$ cat src/rtl/mips_hazard_unit_if.sv
// Bundle between the pipeline core and the hazard unit: ID-stage register use,
// branch resolution, and the stall/flush/forward controls that come back.
interface mips_hazard_unit_if #(
    parameter int REG_AW = 5,
    parameter int CNT_W  = 32
);
    logic              en;
    logic [REG_AW-1:0] id_rs;
    logic [REG_AW-1:0] id_rt;
    logic              id_use_rs;
    logic              id_use_rt;
    logic [REG_AW-1:0] id_dest;
    logic              id_reg_write;
    logic              id_mem_read;
    logic              branch_taken;
    logic              stall;
    logic              flush_if_id;
    logic              flush_id_ex;
    logic              flush_ex_mem;
    logic [1:0]        fwd_a;
    logic [1:0]        fwd_b;
    logic              id_bypass_a;
    logic              id_bypass_b;
    logic [CNT_W-1:0]  stall_count;
    logic [CNT_W-1:0]  flush_count;

    modport master (
        output en, id_rs, id_rt, id_use_rs, id_use_rt, id_dest,
               id_reg_write, id_mem_read, branch_taken,
        input  stall, flush_if_id, flush_id_ex, flush_ex_mem, fwd_a, fwd_b,
               id_bypass_a, id_bypass_b, stall_count, flush_count
    );

    modport slave (
        input  en, id_rs, id_rt, id_use_rs, id_use_rt, id_dest,
               id_reg_write, id_mem_read, branch_taken,
        output stall, flush_if_id, flush_id_ex, flush_ex_mem, fwd_a, fwd_b,
               id_bypass_a, id_bypass_b, stall_count, flush_count
    );
endinterface

$ cat src/rtl/mips_hazard_unit.sv
// Hazard and forwarding controller for a 5-stage MIPS pipeline; tracks register
// use of the EX/MEM/WB instructions in a shadow pipeline and counts stalls/flushes.
module mips_hazard_unit #(
    parameter int REG_AW       = 5,
    parameter int CNT_W        = 32,
    parameter int BRANCH_STAGE = 3
) (
    input logic               clk,
    input logic               rst,
    mips_hazard_unit_if.slave io_bus
);
    localparam logic             FLUSH_MEM = (BRANCH_STAGE == 3);
    localparam logic [CNT_W-1:0] CNT_ONE   = {{(CNT_W-1){1'b0}}, 1'b1};

    logic [REG_AW-1:0] r_ex_rs;
    logic [REG_AW-1:0] r_ex_rt;
    logic              r_ex_use_rs;
    logic              r_ex_use_rt;
    logic [REG_AW-1:0] r_ex_dest;
    logic              r_ex_rw;
    logic              r_ex_mr;
    logic [REG_AW-1:0] r_mem_dest;
    logic              r_mem_rw;
    logic              r_mem_mr;
    logic [REG_AW-1:0] r_wb_dest;
    logic              r_wb_rw;
    logic [CNT_W-1:0]  r_stall_cnt;
    logic [CNT_W-1:0]  r_flush_cnt;

    logic       w_load_use;
    logic       w_stall;
    logic       w_branch;
    logic       w_mem_src;
    logic       w_wb_src;
    logic [1:0] w_fwd_a;
    logic [1:0] w_fwd_b;

    // A taken branch squashes the dependent instruction anyway, so it wins over stall.
    assign w_load_use = r_ex_mr && r_ex_rw && (r_ex_dest != '0) &&
                        ((io_bus.id_use_rs && (io_bus.id_rs == r_ex_dest)) ||
                         (io_bus.id_use_rt && (io_bus.id_rt == r_ex_dest)));
    assign w_branch   = io_bus.en && io_bus.branch_taken;
    assign w_stall    = io_bus.en && !io_bus.branch_taken && w_load_use;

    // Loaded data is not ready in MEM; only ALU results there may be forwarded.
    assign w_mem_src  = r_mem_rw && !r_mem_mr && (r_mem_dest != '0);
    assign w_wb_src   = r_wb_rw && (r_wb_dest != '0);

    always_comb begin
        w_fwd_a = 2'b00;
        w_fwd_b = 2'b00;
        if (w_mem_src && r_ex_use_rs && (r_mem_dest == r_ex_rs)) begin
            w_fwd_a = 2'b10;
        end else if (w_wb_src && r_ex_use_rs && (r_wb_dest == r_ex_rs)) begin
            w_fwd_a = 2'b01;
        end
        if (w_mem_src && r_ex_use_rt && (r_mem_dest == r_ex_rt)) begin
            w_fwd_b = 2'b10;
        end else if (w_wb_src && r_ex_use_rt && (r_wb_dest == r_ex_rt)) begin
            w_fwd_b = 2'b01;
        end
    end

    assign io_bus.stall        = w_stall;
    assign io_bus.flush_if_id  = w_branch;
    assign io_bus.flush_id_ex  = w_branch;
    assign io_bus.flush_ex_mem = w_branch && FLUSH_MEM;
    assign io_bus.fwd_a        = w_fwd_a;
    assign io_bus.fwd_b        = w_fwd_b;
    assign io_bus.id_bypass_a  = w_wb_src && io_bus.id_use_rs && (r_wb_dest == io_bus.id_rs);
    assign io_bus.id_bypass_b  = w_wb_src && io_bus.id_use_rt && (r_wb_dest == io_bus.id_rt);
    assign io_bus.stall_count  = r_stall_cnt;
    assign io_bus.flush_count  = r_flush_cnt;

    always_ff @(posedge clk) begin
        if (rst) begin
            r_ex_rs     <= '0;
            r_ex_rt     <= '0;
            r_ex_use_rs <= 1'b0;
            r_ex_use_rt <= 1'b0;
            r_ex_dest   <= '0;
            r_ex_rw     <= 1'b0;
            r_ex_mr     <= 1'b0;
            r_mem_dest  <= '0;
            r_mem_rw    <= 1'b0;
            r_mem_mr    <= 1'b0;
            r_wb_dest   <= '0;
            r_wb_rw     <= 1'b0;
            r_stall_cnt <= '0;
            r_flush_cnt <= '0;
        end else if (io_bus.en) begin
            if (w_stall || io_bus.branch_taken) begin
                r_ex_rs     <= '0;
                r_ex_rt     <= '0;
                r_ex_use_rs <= 1'b0;
                r_ex_use_rt <= 1'b0;
                r_ex_dest   <= '0;
                r_ex_rw     <= 1'b0;
                r_ex_mr     <= 1'b0;
            end else begin
                r_ex_rs     <= io_bus.id_rs;
                r_ex_rt     <= io_bus.id_rt;
                r_ex_use_rs <= io_bus.id_use_rs;
                r_ex_use_rt <= io_bus.id_use_rt;
                r_ex_dest   <= io_bus.id_dest;
                r_ex_rw     <= io_bus.id_reg_write;
                r_ex_mr     <= io_bus.id_mem_read;
            end
            if (io_bus.branch_taken && FLUSH_MEM) begin
                r_mem_dest <= '0;
                r_mem_rw   <= 1'b0;
                r_mem_mr   <= 1'b0;
            end else begin
                r_mem_dest <= r_ex_dest;
                r_mem_rw   <= r_ex_rw;
                r_mem_mr   <= r_ex_mr;
            end
            r_wb_dest <= r_mem_dest;
            r_wb_rw   <= r_mem_rw;
            // Counters stick at all-ones rather than wrapping.
            if (w_stall && (r_stall_cnt != '1)) begin
                r_stall_cnt <= r_stall_cnt + CNT_ONE;
            end
            if (io_bus.branch_taken && (r_flush_cnt != '1)) begin
                r_flush_cnt <= r_flush_cnt + CNT_ONE;
            end
        end
    end
endmodule

$ cat src/flat_wrapper.sv
// flat-port wrapper written by rule: the top's interface ports become plain ports
module mips_hazard_unit_flat 
#(
    parameter int REG_AW       = 5,
    parameter int CNT_W        = 32,
    parameter int BRANCH_STAGE = 3
)
  (clk, rst, io_bus_en, io_bus_id_rs, io_bus_id_rt, io_bus_id_use_rs, io_bus_id_use_rt, io_bus_id_dest, io_bus_id_reg_write, io_bus_id_mem_read, io_bus_branch_taken, io_bus_stall, io_bus_flush_if_id, io_bus_flush_id_ex, io_bus_flush_ex_mem, io_bus_fwd_a, io_bus_fwd_b, io_bus_id_bypass_a, io_bus_id_bypass_b, io_bus_stall_count, io_bus_flush_count);
  mips_hazard_unit_if #(.REG_AW(REG_AW), .CNT_W(CNT_W)) io_bus_i ();
  input logic clk;
  input logic rst;
  input wire logic [$bits(io_bus_i.en)-1:0] io_bus_en;
  input wire logic [$bits(io_bus_i.id_rs)-1:0] io_bus_id_rs;
  input wire logic [$bits(io_bus_i.id_rt)-1:0] io_bus_id_rt;
  input wire logic [$bits(io_bus_i.id_use_rs)-1:0] io_bus_id_use_rs;
  input wire logic [$bits(io_bus_i.id_use_rt)-1:0] io_bus_id_use_rt;
  input wire logic [$bits(io_bus_i.id_dest)-1:0] io_bus_id_dest;
  input wire logic [$bits(io_bus_i.id_reg_write)-1:0] io_bus_id_reg_write;
  input wire logic [$bits(io_bus_i.id_mem_read)-1:0] io_bus_id_mem_read;
  input wire logic [$bits(io_bus_i.branch_taken)-1:0] io_bus_branch_taken;
  output wire logic [$bits(io_bus_i.stall)-1:0] io_bus_stall;
  output wire logic [$bits(io_bus_i.flush_if_id)-1:0] io_bus_flush_if_id;
  output wire logic [$bits(io_bus_i.flush_id_ex)-1:0] io_bus_flush_id_ex;
  output wire logic [$bits(io_bus_i.flush_ex_mem)-1:0] io_bus_flush_ex_mem;
  output wire logic [$bits(io_bus_i.fwd_a)-1:0] io_bus_fwd_a;
  output wire logic [$bits(io_bus_i.fwd_b)-1:0] io_bus_fwd_b;
  output wire logic [$bits(io_bus_i.id_bypass_a)-1:0] io_bus_id_bypass_a;
  output wire logic [$bits(io_bus_i.id_bypass_b)-1:0] io_bus_id_bypass_b;
  output wire logic [$bits(io_bus_i.stall_count)-1:0] io_bus_stall_count;
  output wire logic [$bits(io_bus_i.flush_count)-1:0] io_bus_flush_count;
  assign io_bus_i.en = io_bus_en;
  assign io_bus_i.id_rs = io_bus_id_rs;
  assign io_bus_i.id_rt = io_bus_id_rt;
  assign io_bus_i.id_use_rs = io_bus_id_use_rs;
  assign io_bus_i.id_use_rt = io_bus_id_use_rt;
  assign io_bus_i.id_dest = io_bus_id_dest;
  assign io_bus_i.id_reg_write = io_bus_id_reg_write;
  assign io_bus_i.id_mem_read = io_bus_id_mem_read;
  assign io_bus_i.branch_taken = io_bus_branch_taken;
  assign io_bus_stall = io_bus_i.stall;
  assign io_bus_flush_if_id = io_bus_i.flush_if_id;
  assign io_bus_flush_id_ex = io_bus_i.flush_id_ex;
  assign io_bus_flush_ex_mem = io_bus_i.flush_ex_mem;
  assign io_bus_fwd_a = io_bus_i.fwd_a;
  assign io_bus_fwd_b = io_bus_i.fwd_b;
  assign io_bus_id_bypass_a = io_bus_i.id_bypass_a;
  assign io_bus_id_bypass_b = io_bus_i.id_bypass_b;
  assign io_bus_stall_count = io_bus_i.stall_count;
  assign io_bus_flush_count = io_bus_i.flush_count;
  mips_hazard_unit #(.REG_AW(REG_AW), .CNT_W(CNT_W), .BRANCH_STAGE(BRANCH_STAGE)) u_core (.clk(clk), .rst(rst), .io_bus(io_bus_i));
endmodule
$ cat config.mk
export PLATFORM = sky130hd
export DESIGN_NAME = mips_hazard_unit_flat
export DESIGN_NICKNAME = d
export VERILOG_FILES = /design/src/rtl/mips_hazard_unit_if.sv /design/src/rtl/mips_hazard_unit.sv /design/src/flat_wrapper.sv
export SDC_FILE = /design/constraint.sdc
export NUM_CORES = 1
export LEC_CHECK = 0
export BUFFER_PORTS_ARGS = -buffer_cell sky130_fd_sc_hd__buf_2
export CAP_MARGIN = 20
export CORE_MARGIN = 2
export CORE_UTILIZATION = 40
export DETAILED_ROUTE_END_ITERATION = 16
export HOLD_SLACK_MARGIN = 0.02
export PLACE_DENSITY = 0.69
export SYNTH_ARGS = -nofsm -noshare
export SYNTH_HDL_FRONTEND = slang
export SYNTH_SLANG_ARGS = --single-unit
export TNS_END_PERCENT = 20
$ cat constraint.sdc
create_clock -name clk -period 6 [get_ports clk]
set_clock_uncertainty 0.2 [all_clocks]
set_input_delay 0.3 -clock clk [delete_from_list [all_inputs] [get_ports clk]]
set_output_delay 0.3 -clock clk [all_outputs]
set_load 0.01 [all_outputs]
==> results.md, run 1 <==
- The flow ran to the end, and the final reports show no timing, DRC or antenna violations.
- The core region is 0.01206 mm².
- The endpoint required time on the critical path is 6.03 ns.
- The number of sinks driven by the clock tree is 96.
- TritonCTS built the clock tree.
- TritonCTS created 9 clock buffers.
- On the critical path the largest part of the delay comes from simple AND/OR/NAND/NOR gates.
- The logic gate share of total power is 5.6%.
- The clock reaches the later pin of the worst-skew pair after 0.34 ns.
- The root buffer cell is clkbuf_16.
- The switching share of power is 22.44%.
- The CTS clock-pin slew for the worst setup and hold paths is 0.07 ns.
- The register area share after synthesis is 38.69%.
- In this run, post-CTS repair resized a total of 0 instances.
- The number of failing hold endpoints at the final stage is 0.
- The repair_antennas step left the layout with diodes totalling 0.
- The type of destination of the critical path is a register.
- The post-route netlist has 19.31% of its cells at a drive strength greater than 1.
- Dividing the final minimum period by the clock period gives 46.06%.
- The part of the power in the clock network is 46.4%.
- The type of origin of the critical path is a register.
- In this run, flip-flops and latches consume 48.0% of the power.
- By count the netlist is led by dfxtp_1 (96), nor2_1 (83), xnor2_1 (56).
- For this design the ratio of total power to cell area is 229.1 mW/mm².
- After synthesis, the cell types taking the most area are dfxtp_1 (39%), xnor2_1 (9.9%), nor2_1 (6.3%).
- The area of the die is 0.01333 mm².
- Summed over all instances, the cell type with the most area after synthesis is dfxtp_1.
- The number of antenna violations at the first check in global routing is 0.
- The average wire length per cell after detail routing is 14.19 µm.
- Of all nets on the critical path, the largest fanout is 25.
- The average instance area after synthesis is 8.210 µm².
- The width of the chip is 115.4 µm.
- The register-to-register setup slack is 3.24 ns.
- The via count of the routed design is 4573.
- The setup slack of the critical path after layout is 3.236 ns.
- The summed negative setup slack over all endpoints is 0 ns.
- The H-tree depth is 3.
- Hold timing on the final database bottoms out at a slack of 0.03408 ns.
- The endpoint identified for the worst register-to-register timing path is u_core.io_bus.stall_count[12].
- The critical path is of the register to register type.
- The cell with the biggest individual delay on the critical path is dfxtp_1.
- After synthesis the netlist holds a flip-flop and latch count of 96.
- The peak ir drop on the vdd network is 103.7 µV.
- The leakage power total is 2.257 nW.
- At the worst endpoint, the arrival time is 2.80 ns.
- The tightest min-delay check is of the input pin to register type.
- The transition time at the pin with the least slew margin is 1.094 ns.
- The placer's final routability congestion estimate is 0.8411.
- Summing every instance area after synthesis gives 0.004967 mm².
- The longest clock path from root to sink contains 2 buffers.
- Tracing the worst setup path back leads to its startpoint at u_core.r_ex_dest[4].
- The initial core utilization is 41.18%.
- Yosys mapped a number of flops with a built-in enable equal to 0.
- The maximum number of pins on one net before global-route repair is 108.
- The count of pins over their slew limit is 0.
- Cells fill 49.17% of the core in the end.
- The die is 115.4 µm tall.
- The number of global-route vias before repair is 4273.
- Setup repair after global routing left no endpoint under its margin.
- The post-layout minimum cycle time is 2.764 ns.
- The share of flip-flops with an asynchronous set or reset after synthesis is 0%.
- Relative to the synthesized area, the layout overhead comes to 19.40%.
- Detailed placement finished with a half-perimeter wire length of 8437 µm.
- In this run the count of I/O pins placed on the die edge is 97.
- The first detailed-routing pass took 5 iterations.
- For hold timing, the worst endpoint is u_core.r_ex_use_rs.
- The total global routing overflow is 0.
- Including well taps, the total number of placed cells is 839.
- The number of failing setup endpoints in the final timing report is 0.
- Once detail routing completed, the nets flagged for antenna violations numbered 0.
- The top flip-flop cell by instance count after synthesis is dfxtp_1.
- The synthesized net count is 630.
- The number of nets in the layout is 714.
- The initial detailed-routing violation count is 244.
- The most used standard cell by instance count after synthesis is dfxtp_1.
- The depth of the most critical reg-to-reg path is 7.
- Counting the fill cells in the layout gives 1183.
- The count of maximum capacitance violations is 0.
- In this design, the stage delay of the slowest critical-path cell is 0.48 ns.
- Based on the critical path, the design can be clocked at up to 361.8 MHz.
- The number of placement rows is 40.
- The number of buffer cells added on primary ports is 96.
- Walking the worst path, the cells encountered are xnor2_1 > nand4_1 > o22ai_1 > buf_4 > nand3_2 > nor4_1 > mux2_2.
- The analysis attributes to net switching a power of 304.9 µW.
- The count of distinct cell types in the synthesized netlist is 44.
- The number of remaining DRC errors is 0.
- The startpoint of the worst-slack reg-to-reg timing path is u_core.r_ex_dest[4].
- OpenSTA, run right after detailed placement, puts the worst setup slack at 3.100 ns.
- Dividing the detail-routed via count by the number of cells gives 5.305.
- The worst hold path was traced through 3 stages.
- The global-route total usage across every layer is 18.50%.
- The global-route wire length before repair is 20030 µm.
- The number of cells produced by synthesis is 605.
- The internal cell power is 1.054 mW.
- The number of cells in the finished layout apart from fillers is 862.
- The number of buffers and inverters on the critical path is 1.
- For this block, the routed nets add up to 12230 µm of wire.
- In this run the tightest slew margin relative to its limit is 27.08%.
- During synthesis, Yosys emitted a total of 0 warnings.
- In this run the most critical hold path is launched from io_bus_id_use_rs.
- In this run the biggest area consumer among cell types represents 38.69% of the synthesized area.
metal layers:
metal / vias up / track usage, % / share of wire, %
met2: 143 / 30.33 / 47
met3: 16 / 4.864 / 6.6
met4: 0 / 5.863 / 1.3
met1: 2137 / 23.86 / 45
li1: 2277 / - / -
met5: - / 0 / 0
cell type report:
type / count / area, µm² / share of cell area, %
clock buffer: 10 / 239.0 / 4.030
clock inverter: 6 / 92.59 / 1.561
inverter: 8 / 30.03 / 0.5063
multi-input combinational: 470 / 2877 / 48.50
sequential: 96 / 1922 / 32.40
tap: 168 / 210.2 / 3.544
timing repair buffer: 104 / 560.5 / 9.451
through the flow:
stage	power, mW	instance area, µm²
after CTS	1.374	5931
after detailed placement	0.7389	5529
final	1.359	5931
after global routing	1.411	5931
after floorplan	0.7146	4967
after global placement	0.7371	5529
cells by family after synthesis:
| group | Yosys count | synth area share (%) |
|---|---|---|
| simple gates | 309 | 33.10 |
| flops | 96 | 38.69 |
| xor+xnor | 74 | 13.05 |
| compound gates | 69 | 7.809 |
| buf+inv | 39 | 3.401 |
| mux | 16 | 3.451 |
| fa+ha+maj | 2 | 0.5037 |
worst reg2reg max path: stages (launching register included):
cell and delay [ns]:
dfxtp_1 0.48, xnor2_1 0.17, nand4_1 0.10, o22ai_1 0.30
buf_4 0.26, nand3_2 0.36, nor4_1 0.41, mux2_2 0.38
worst max-delay path by stage:
stage,end,depth (start not counted)
after CTS,u_core.io_bus.stall_count[12],7
after detailed placement,u_core.io_bus.stall_count[15],6
final,u_core.io_bus.stall_count[12],7
after global routing,u_core.io_bus.flush_count[27],7
after floorplan,u_core.io_bus.stall_count[16],7
after global placement,u_core.io_bus.stall_count[15],6
cells in the final DEF, fill, tap and decap left out, types with 5 or more instances in the layout:
master / instances
dfxtp_1: 96
nand4_1: 23
mux2_2: 9
dlygate4sd3_1: 7
or4_1: 8
xor2_1: 18
nand2_1: 38
and3_1: 10
nor2_1: 83
nand3b_1: 7
nand3_1: 28
or3_1: 13
inv_1: 7
buf_2: 95
clkbuf_16: 9
nor3_1: 19
mux2i_1: 7
and4_1: 5
xnor2_1: 56
o21ai_0: 16
nor4_1: 21
nand2b_1: 7
nor2b_1: 31
a21oi_1: 43
repair_timing:
action | 4_1_cts | 5_1_grt
endpoints found under the hold margin | 7 | 0
buffers inserted | 0 | 0
hold buffers | 7 | 0
power by group through the flow:
| stage | Sequential (mW) | Clock [mW] | Combinational (mW) |
|---|---|---|---|
| after CTS | 0.652 | 0.646 | 0.0767 |
| final | 0.652 | 0.630 | 0.0766 |
| after detailed placement | 0.666 | 0 | 0.0726 |
| after floorplan | 0.664 | 0 | 0.0504 |
| after global placement | 0.666 | 0 | 0.0709 |
| after global routing | 0.652 | 0.675 | 0.0838 |
sequential cells by signal (all words and copies together) (netlist names):
name and count:
u_core.io_bus.flush_count 32, u_core.io_bus.stall_count 32, u_core.r_ex_dest 5, u_core.r_ex_rs 5, u_core.r_ex_rt 5, u_core.r_mem_dest 5
u_core.r_wb_dest 5, u_core.r_ex_mr 1, u_core.r_ex_rw 1, u_core.r_ex_use_rs 1, u_core.r_ex_use_rt 1, u_core.r_mem_mr 1
u_core.r_mem_rw 1, u_core.r_wb_rw 1
No activity file was read; power rests on OpenSTA's default activity.
==> inputs of run 2 (changes only) <==
--- a/config.mk
+++ b/config.mk
@@ -5,13 +5,14 @@
 export SDC_FILE = /design/constraint.sdc
 export NUM_CORES = 1
 export LEC_CHECK = 0
+export ABC_AREA = 1
 export BUFFER_PORTS_ARGS = -buffer_cell sky130_fd_sc_hd__buf_2
 export CAP_MARGIN = 20
 export CORE_MARGIN = 2
 export CORE_UTILIZATION = 40
 export DETAILED_ROUTE_END_ITERATION = 16
 export HOLD_SLACK_MARGIN = 0.02
-export PLACE_DENSITY = 0.69
+export PLACE_DENSITY = 0.68
 export SYNTH_ARGS = -nofsm -noshare
 export SYNTH_HDL_FRONTEND = slang
 export SYNTH_SLANG_ARGS = --single-unit
==> constraint.sdc (replaced) <==
create_clock -name clk -period 2.7 [get_ports clk]
set_clock_uncertainty 0.2 [all_clocks]
set_input_delay 0.135 -clock clk [delete_from_list [all_inputs] [get_ports clk]]
set_output_delay 0.135 -clock clk [all_outputs]
set_load 0.01 [all_outputs]
==> results.md, run 2 <==
- The peak ir drop on the vdd network is 290.8 µV (+180%).
- The final wirelength is 15580 µm (+27%).
- The number of sinks driven by the clock tree was 96 (unchanged).
- The number of global-route vias before repair was 5318 (+24%).
- The library cell appearing most often on the critical path is inv_1.
- The via count of the routed design came to 5919 (+29%).
- The signal arrival time at the worst endpoint came to 2.05 ns (-0.75 ns).
- The highest attainable clock frequency is 418.5 MHz.
- The endpoint required time on the critical path is 2.37 ns (-3.66 ns).
- The largest buffer count on any clock path was 2 (unchanged).
- The area of the die is 0.01534 mm² (+15%).
- The post-synth design cell area was 0.005744 mm² (+16%).
- The maximum number of pins on one net before global-route repair was 57 (-47%).
- The global-route total usage across every layer is 21.09% (+2.6 points).
- The number of I/O pins is 97 (unchanged).
- The H-tree depth came to 3 (unchanged).
- The largest fanout on the critical path is 6 (-76%).
- The leakage power total is 2.878 nW (+28%).
- The number of antenna violations at the first check in global routing came to 0 (unchanged).
- The share of flip-flops with an asynchronous set or reset after synthesis is 0% (unchanged).
- The overall power after layout is 3.103 mW (+130%).
- The placeable core region is 0.01393 mm² (+16%).
- The number of nets in the layout is 1044 (+46%).
- The number of buffers created by CTS came to 9 (unchanged).
- The count of distinct cell types in the synthesized netlist is 43 (-2.3%).
- The top flip-flop cell by instance count after synthesis is dfxtp_1.
- The global-route wire length before repair is 25680 µm (+28%).
- The number of storage elements in the synthesis netlist is 96 (unchanged).
- The number of cells produced by synthesis was 917 (+52%).
- The number of failing setup endpoints in the final timing report is 0 (unchanged).
- The number of antenna repair diodes came to 0 (unchanged).
- Setup repair after global routing left no endpoint under its margin.
- The number of placement rows is 43 (+7.5%).
- The initial detailed-routing violation count was 395 (+62%).
- The total global routing overflow was 0 (unchanged).
- In the post-synthesis netlist, the cell with the most instances is nand2_1.
- Sorting the synthesized cells by area gives the leading types as dfxtp_1 (33%), nand2_1 (20%), nor2_1 (8.8%).
- The number of flops mapped to enable cells by yosys is 0 (unchanged).
- The transition time at the pin with the least slew margin is 0.7109 ns (-0.3829 ns).
- The critical path's largest stage delay is 0.59 ns (+0.11 ns).
- The number of remaining DRC errors came to 0 (unchanged).
- The number of buffer cells added on primary ports came to 96 (unchanged).
- dfxtp_1 takes more of the synthesized area than any other cell.
- The initial core utilization was 41.22% (about the same).
- The count of yosys warnings during synthesis came to 0 (unchanged).
- The cell with the biggest individual delay on the critical path is o41ai_1.
- The count of fill cells added during filler insertion is 1453 (+23%).
- The post-route fraction of the period consumed by the critical path is 88.50%.
- TritonCTS built the clock tree.
- The CTS clock-pin slew for the worst setup and hold paths is 0.07 ns (about the same).
- The register area share after synthesis was 33.46% (-5.2 points).
- The average instance area after synthesis was 6.264 µm² (-24%).
- The top cell types in the final layout, fill and taps aside, are nand2_1 (300), nor2_1 (134), buf_2 (96), dfxtp_1 (96), inv_1 (91).
- The vertical extent of the die was 123.8 µm (+7.3%).
- The average wire length per cell after detail routing came to 12.94 µm (-8.8%).
- The final antenna-violating net count is 0 (unchanged).
- The number of failing hold endpoints at the final stage is 0 (unchanged).
- The synthesis-to-finish area growth is 19.39% (about the same).
- The post-detailed-placement half-perimeter wirelength is 11240 µm (+33%).
- The iteration count of the initial detailed-routing pass is 8 (+3).
- The width of the chip is 123.8 µm (+7.3%).
- Walking the worst path, the cells encountered are inv_1 > nand2_1 > o41ai_1 > inv_1 > nand4_1 > nor2_1 > buf_2.
- The path class of the tightest hold or removal check is input pin to register.
- The placer's final routability congestion estimate is 0.8944 (+6.3%).
- The clock latency of the later-clocked register in the worst-skew pair was 0.36 ns (+0.02 ns).
- After layout, the minimum clock period comes to 2.389 ns.
- The top cell type's share of synthesized area came to 33.46% (-5.2 points).
- The run finished with clean final reports.
- The count of pins over their slew limit is 0 (unchanged).
- The via count normalized by instance count was 4.916 (-7.3%).
- The type of destination of the critical path is an output pin.
- The fraction of final layout cells sized beyond drive strength 1 was 14.36% (-5.0 points).
- The count of maximum capacitance violations is 0 (unchanged).
- The synthesized net count came to 942 (+50%).
- The worst setup path is launched from a register.
- The worst setup path is of the register to output pin kind.
- Sorting the synthesized cells by how often they occur yields nand2_1 (301), nor2_1 (134), dfxtp_1 (96).
- The tightest slew margin relative to the limit was 51.98% (+25 points).
- The root buffer cell is clkbuf_16.
- The most common cell after layout, fill and taps aside is nand2_1.
- The power density relative to cell area is 452.4 mW/mm² (+97%).
- The summed negative setup slack over all endpoints is 0 ns (unchanged).
## run 2: cell count changes after synthesis, moves of 9 or more
| cell | previous run | this run |
|---|---|---|
| nand2_1 | 38 | 301 |
| inv_1 | 7 | 91 |
| nor2_1 | 83 | 134 |
| xnor2_1 | 56 | 14 |
| nor2b_1 | 31 | 0 |
| a21oi_1 | 43 | 62 |
| nor4_1 | 21 | 4 |
| nand3_1 | 28 | 44 |
| or3_1 | 13 | 0 |
| nor2_2 | 0 | 10 |
| mux2_2 | 9 | 0 |
## run 2: path summary, 6_finish.rpt
check | startpoint | endpoint | slack (ns) | depth (start not counted)
hold / removal | rst | u_core.io_bus.stall_count[29] | 0.14 | 5
setup reg to reg | u_core.io_bus.flush_count[1] | u_core.io_bus.flush_count[22] | 0.33 | 10
setup / recovery | u_core.r_wb_dest[1] | io_bus_fwd_b[0] | 0.31 | 7
hold reg to reg | u_core.r_mem_dest[0] | u_core.r_mem_dest[0] | 0.27 | 2
## run 2: worst max-delay path, delay by kind of cell (launching register included)
| kind | cells | cell delay, ns |
|---|---|---|
| AOI/OAI and AO/OA | 1 | 0.59 |
| buffers and inverters | 3 | 0.49 |
| DFF | 1 | 0.36 |
| and+or+nand+nor | 3 | 0.26 |
## run 2: timing repair
action,4_1_cts,5_1_grt
setup endpoints to repair,0,1
hold buffers,20,0
endpoints found under the hold margin,24,0
buffers inserted,0,0
gates resized for setup,0,1
## run 2: power breakdown
part	leakage, nW	switching (mW)	internal [mW]	total [mW]
sequential	0.776	0.0250	1.43	1.46
combinational	1.95	0.135	0.0896	0.225
clock	0.151	0.579	0.840	1.42
total	2.88	0.739	2.36	3.10
## run 2: final cells by class
type,instances,area (µm²),share of cell area [%]
clock inverters,6,91.34,1.332
multi-input cells,694,3283,47.87
flip-flops and latches,96,1922,28.02
well taps,180,225.2,3.284
clock buffers,10,239.0,3.485
repair buffers,124,740.7,10.80
inverters,94,356.6,5.200
## run 2: stage by stage
stage,hold slack (ns),instances,worst slack (ns),cell area [µm²],utilization [%]
floorplan,0.09574,917,0.6687,5744,-
global placement,0.2146,1168,0.4074,6325,45.39
detailed placement,0.2140,1168,0.3399,6325,45.39
CTS,0.1145,1204,0.09075,6855,49.20
global route,0.1763,1204,0.09767,6858,49.21
finish,0.1356,1204,0.3105,6858,49.21
## run 2: kinds of logic (layout without fill, tap and decap cells)
| group | after synthesis | after routing | share of synthesized area [%] |
|---|---|---|---|
| flip-flops | 96 | 96 | 33.46 |
| XOR/XNOR | 30 | 30 | 4.574 |
| AO/OA/AOI/OAI | 104 | 104 | 10.09 |
| adder cells (fa/ha/maj) | 2 | 2 | 0.4356 |
| buffers and inverters | 127 | 234 | 9.431 |
| AND/OR/NAND/NOR | 558 | 558 | 42.02 |
## run 2: metal layers
| layer | wire, µm | global-route usage (%) | up-vias |
|---|---|---|---|
| li1 | - | - | 3122 |
| met1 | 7515 | 28.22 | 2614 |
| met2 | 6998 | 34.10 | 165 |
| met3 | 868 | 4.945 | 18 |
| met4 | 192 | 5.682 | 0 |
| met5 | 0 | 0 | - |
==> inputs of run 3 (changes only) <==
--- a/config.mk
+++ b/config.mk
@@ -13,6 +13,7 @@
 export DETAILED_ROUTE_END_ITERATION = 16
 export HOLD_SLACK_MARGIN = 0.02
 export PLACE_DENSITY = 0.68
+export REMOVE_ABC_BUFFERS = 1
 export SYNTH_ARGS = -nofsm -noshare
 export SYNTH_HDL_FRONTEND = slang
 export SYNTH_SLANG_ARGS = --single-unit
==> results.md, run 3 (same netlist as run 2, synthesis figures left out) <==
- In the layout the commonest cells are nand2_1 (301), nor2_1 (134), buf_2 (96), dfxtp_1 (96), inv_1 (91).
- The placer's final routability congestion estimate is 0.9008 (+0.72%).
- The type of destination of the critical path is a register.
- The number of sinks driven by the clock tree is 96 (unchanged).
- The placeable core region came to 0.01393 mm² (unchanged).
- The global-route total usage across every layer came to 21.30% (+0.21 points).
- The fraction of final layout cells sized beyond drive strength 1 is 14.26% (-0.098 points).
- The signal arrival time at the worst endpoint was 2.43 ns (+0.38 ns).
- The sum of routed wire segments on met1 is 7376 µm (-1.8%).
- The count of maximum capacitance violations is 0 (unchanged).
- The type of origin of the critical path is a register.
- The highest attainable clock frequency is 423.8 MHz (+1.3%).
- TritonCTS built the clock tree.
- The cell with the biggest individual delay on the critical path is dfxtp_1.
- The met2 layer wire length in the routed design is 7441 µm (+6.3%).
- The net load switching power is 773.9 µW (+4.7%).
- The CTS clock-pin slew for the worst setup and hold paths is 0.07 ns (about the same).
- The tightest slew margin relative to the limit is 52.87% (+0.89 points).
- The library cell used most frequently in the layout, excluding fill and tap cells, is nand2_1.
- The peak ir drop on the vdd network is 283.9 µV (-2.4%).
- The vertical extent of the die is 123.8 µm (unchanged).
- The initial detailed-routing violation count is 416 (+5.3%).
- The startpoint of the worst-slack reg-to-reg timing path is u_core.io_bus.flush_count[0].
- The number of antenna violations at the first check in global routing is 0 (unchanged).
- The synthesis-to-finish area growth is 18.56%.
- The post-route fraction of the period consumed by the critical path is 87.39% (-1.1 points).
- The clock latency of the later-clocked register in the worst-skew pair is 0.35 ns (about the same).
- The library cell appearing most often on the critical path is nand2_1.
- The largest buffer count on any clock path is 2 (unchanged).
- The root buffer cell is clkbuf_16.
- The number of I/O pins is 97 (unchanged).
- The end-of-flow core utilization is 48.87% (-0.34 points).
- The number of antenna repair diodes is 0 (unchanged).
- The number of global-route vias before repair is 5371 (+1.0%).
- The number of failing setup endpoints in the final timing report is 0 (unchanged).
- The hold path depth is 6 (+1).
- The total global routing overflow is 0 (unchanged).
- The area of the die is 0.01534 mm² (unchanged).
- The count of pins over their slew limit was 0 (unchanged).
- The count of fill cells added during filler insertion is 1446 (-0.48%).
- The maximum number of pins on one net before global-route repair came to 57 (unchanged).
- The largest fanout on the critical path was 22 (+16).
- The number of placement rows is 43 (unchanged).
- The origin of the worst min-delay path is io_bus_branch_taken.
- The number of nets in the layout is 1044 (unchanged).
- The summed negative setup slack over all endpoints was 0 ns (unchanged).
- The run finished with clean final reports.
- The post-detailed-placement half-perimeter wirelength is 11180 µm (-0.60%).
- The transition time at the pin with the least slew margin came to 0.7062 ns (-0.004754 ns).
- The min-delay analysis places its worst path in the category input pin to register.
- The power density relative to cell area came to 431.4 mW/mm² (-4.6%).
- The top metal layer carrying routed signals is met4.
- The number of buffer cells added on primary ports came to 96 (unchanged).
- The internal cell power is 2.164 mW (-8.4%).
- Setup repair after global routing left no endpoint under its margin.
- The endpoint with the worst hold slack is u_core.io_bus.flush_count[24].
- The number of failing hold endpoints at the final stage was 0 (unchanged).
- The portion of total power attributed to sequential cells was 49.6% (+2.6 points).
- The initial core utilization came to 41.22% (unchanged).
- The number of buffers created by CTS is 9 (unchanged).
- Traced cell by cell, the critical path runs through ha_1 > nand3_2 > nor3_4 > nand2_1 > nor2_2 > nand2_2 > nand2_4 > buf_4 > nand2_1 > a21oi_1.
- The depth of the most critical reg-to-reg path is 10 (unchanged).
- The final wirelength is 15790 µm (+1.4%).
- The iteration count of the initial detailed-routing pass is 5 (-3).
- The switching share of power is 26.34% (+2.5 points).
- The width of the chip is 123.8 µm (unchanged).
- The via count of the routed design is 6042 (+2.1%).
- The number of remaining DRC errors is 0 (unchanged).
- The average wire length per cell after detail routing came to 13.12 µm (+1.4%).
- The register-to-register setup slack is 0.34 ns (about the same).
- The endpoint required time on the critical path is 2.77 ns (+0.40 ns).
- The post-layout minimum cycle time came to 2.360 ns (-0.02993 ns).
- The critical path's largest stage delay is 0.43 ns (-0.16 ns).
- The part of the power in the clock network is 42.7% (-3.1 points).
- The leakage power total is 2.861 nW (-0.58%).
- The routed length on met3 is 835 µm (-3.8%).
- The logic gate share of total power is 7.6% (+0.4 points).
- The global-route wire length before repair is 25960 µm (+1.1%).
- The via count normalized by instance count was 5.018 (+2.1%).
- The category of the critical setup timing path is register to register.
- The H-tree depth was 3 (unchanged).
- The final antenna-violating net count is 0 (unchanged).
- The endpoint identified for the worst register-to-register timing path is u_core.io_bus.flush_count[9].
-- run 3: changes by cell type in the layout (fill, tap and decap cells not counted) --
cell / previous run / this run
clkinvlp_4: 3 / 1
clkbuf_8: 1 / 0
inv_6: 1 / 4
nand2_2: 3 / 2
nand2_1: 300 / 301
clkinv_4: 0 / 2
bufinv_16: 2 / 0
-- run 3: what timing repair did --
| action | CTS | global route |
|---|---|---|
| endpoints found under the hold margin | 23 | 0 |
| buffers inserted | 0 | 0 |
| resized for setup | 0 | 0 |
| hold buffers | 20 | 0 |
-- run 3: worst max-delay path, delay by kind of cell, from the launching register on --
family                     cells  cell delay, ns
and+or+nand+nor                7            0.94
buffers and inverters          1            0.28
adders and majority gates      1            0.28
DFF                            1            0.43
AOI/OAI and AO/OA              1            0.15
-- run 3: how the worst max path moves through the flow --
stage | from | end | cells past startpoint
after floorplan | u_core.io_bus.flush_count[0] | u_core.io_bus.flush_count[0] | 10
after CTS | u_core.io_bus.flush_count[0] | u_core.io_bus.flush_count[22] | 10
after detailed placement | u_core.io_bus.flush_count[0] | u_core.io_bus.flush_count[22] | 10
after global routing | u_core.io_bus.flush_count[0] | u_core.io_bus.flush_count[30] | 10
final | u_core.io_bus.flush_count[0] | u_core.io_bus.flush_count[9] | 10
after global placement | u_core.io_bus.stall_count[0] | u_core.io_bus.stall_count[21] | 10
-- run 3: through the flow --
stage / hold slack [ns] / cell area [µm²] / setup slack (ns) / total power, mW / instances
after floorplan: 0.004066 / 5559 / 0.5059 / 1.601 / 884
after global placement: 0.2095 / 6325 / 0.4442 / 1.691 / 1168
after detailed placement: 0.2136 / 6325 / 0.3568 / 1.693 / 1168
after CTS: 0.1343 / 6810 / 0.3378 / 2.976 / 1204
after global routing: 0.1901 / 6810 / 0.09122 / 3.056 / 1204
final: 0.1496 / 6810 / 0.3405 / 2.938 / 1204
-- run 3: power by group through the flow --
stage	Combinational, mW	Sequential [mW]	Clock [mW]
after floorplan	0.118	1.48	0
after global placement	0.201	1.49	0
after detailed placement	0.202	1.49	0
after CTS	0.225	1.46	1.29
after global routing	0.253	1.46	1.34
final	0.225	1.46	1.26
-- run 3: cell type report --
class                      count  area (µm²)  area share (%)
multi-input combinational    694        3281           48.17
clock buffer                   9       225.2           3.307
timing repair buffer         124       740.7           10.88
clock inverter                 7       60.06          0.8819
tap                          180       225.2           3.307
inverter                      94       356.6           5.236
sequential                    96        1922           28.22
-- run 3: per-layer routing --
metal | up-vias | global-route usage, %
li1 | 3121 | -
met1 | 2755 | 28.31
met2 | 153 | 34.99
met3 | 13 | 4.853
met4 | 0 | 5.256
met5 | - | 0
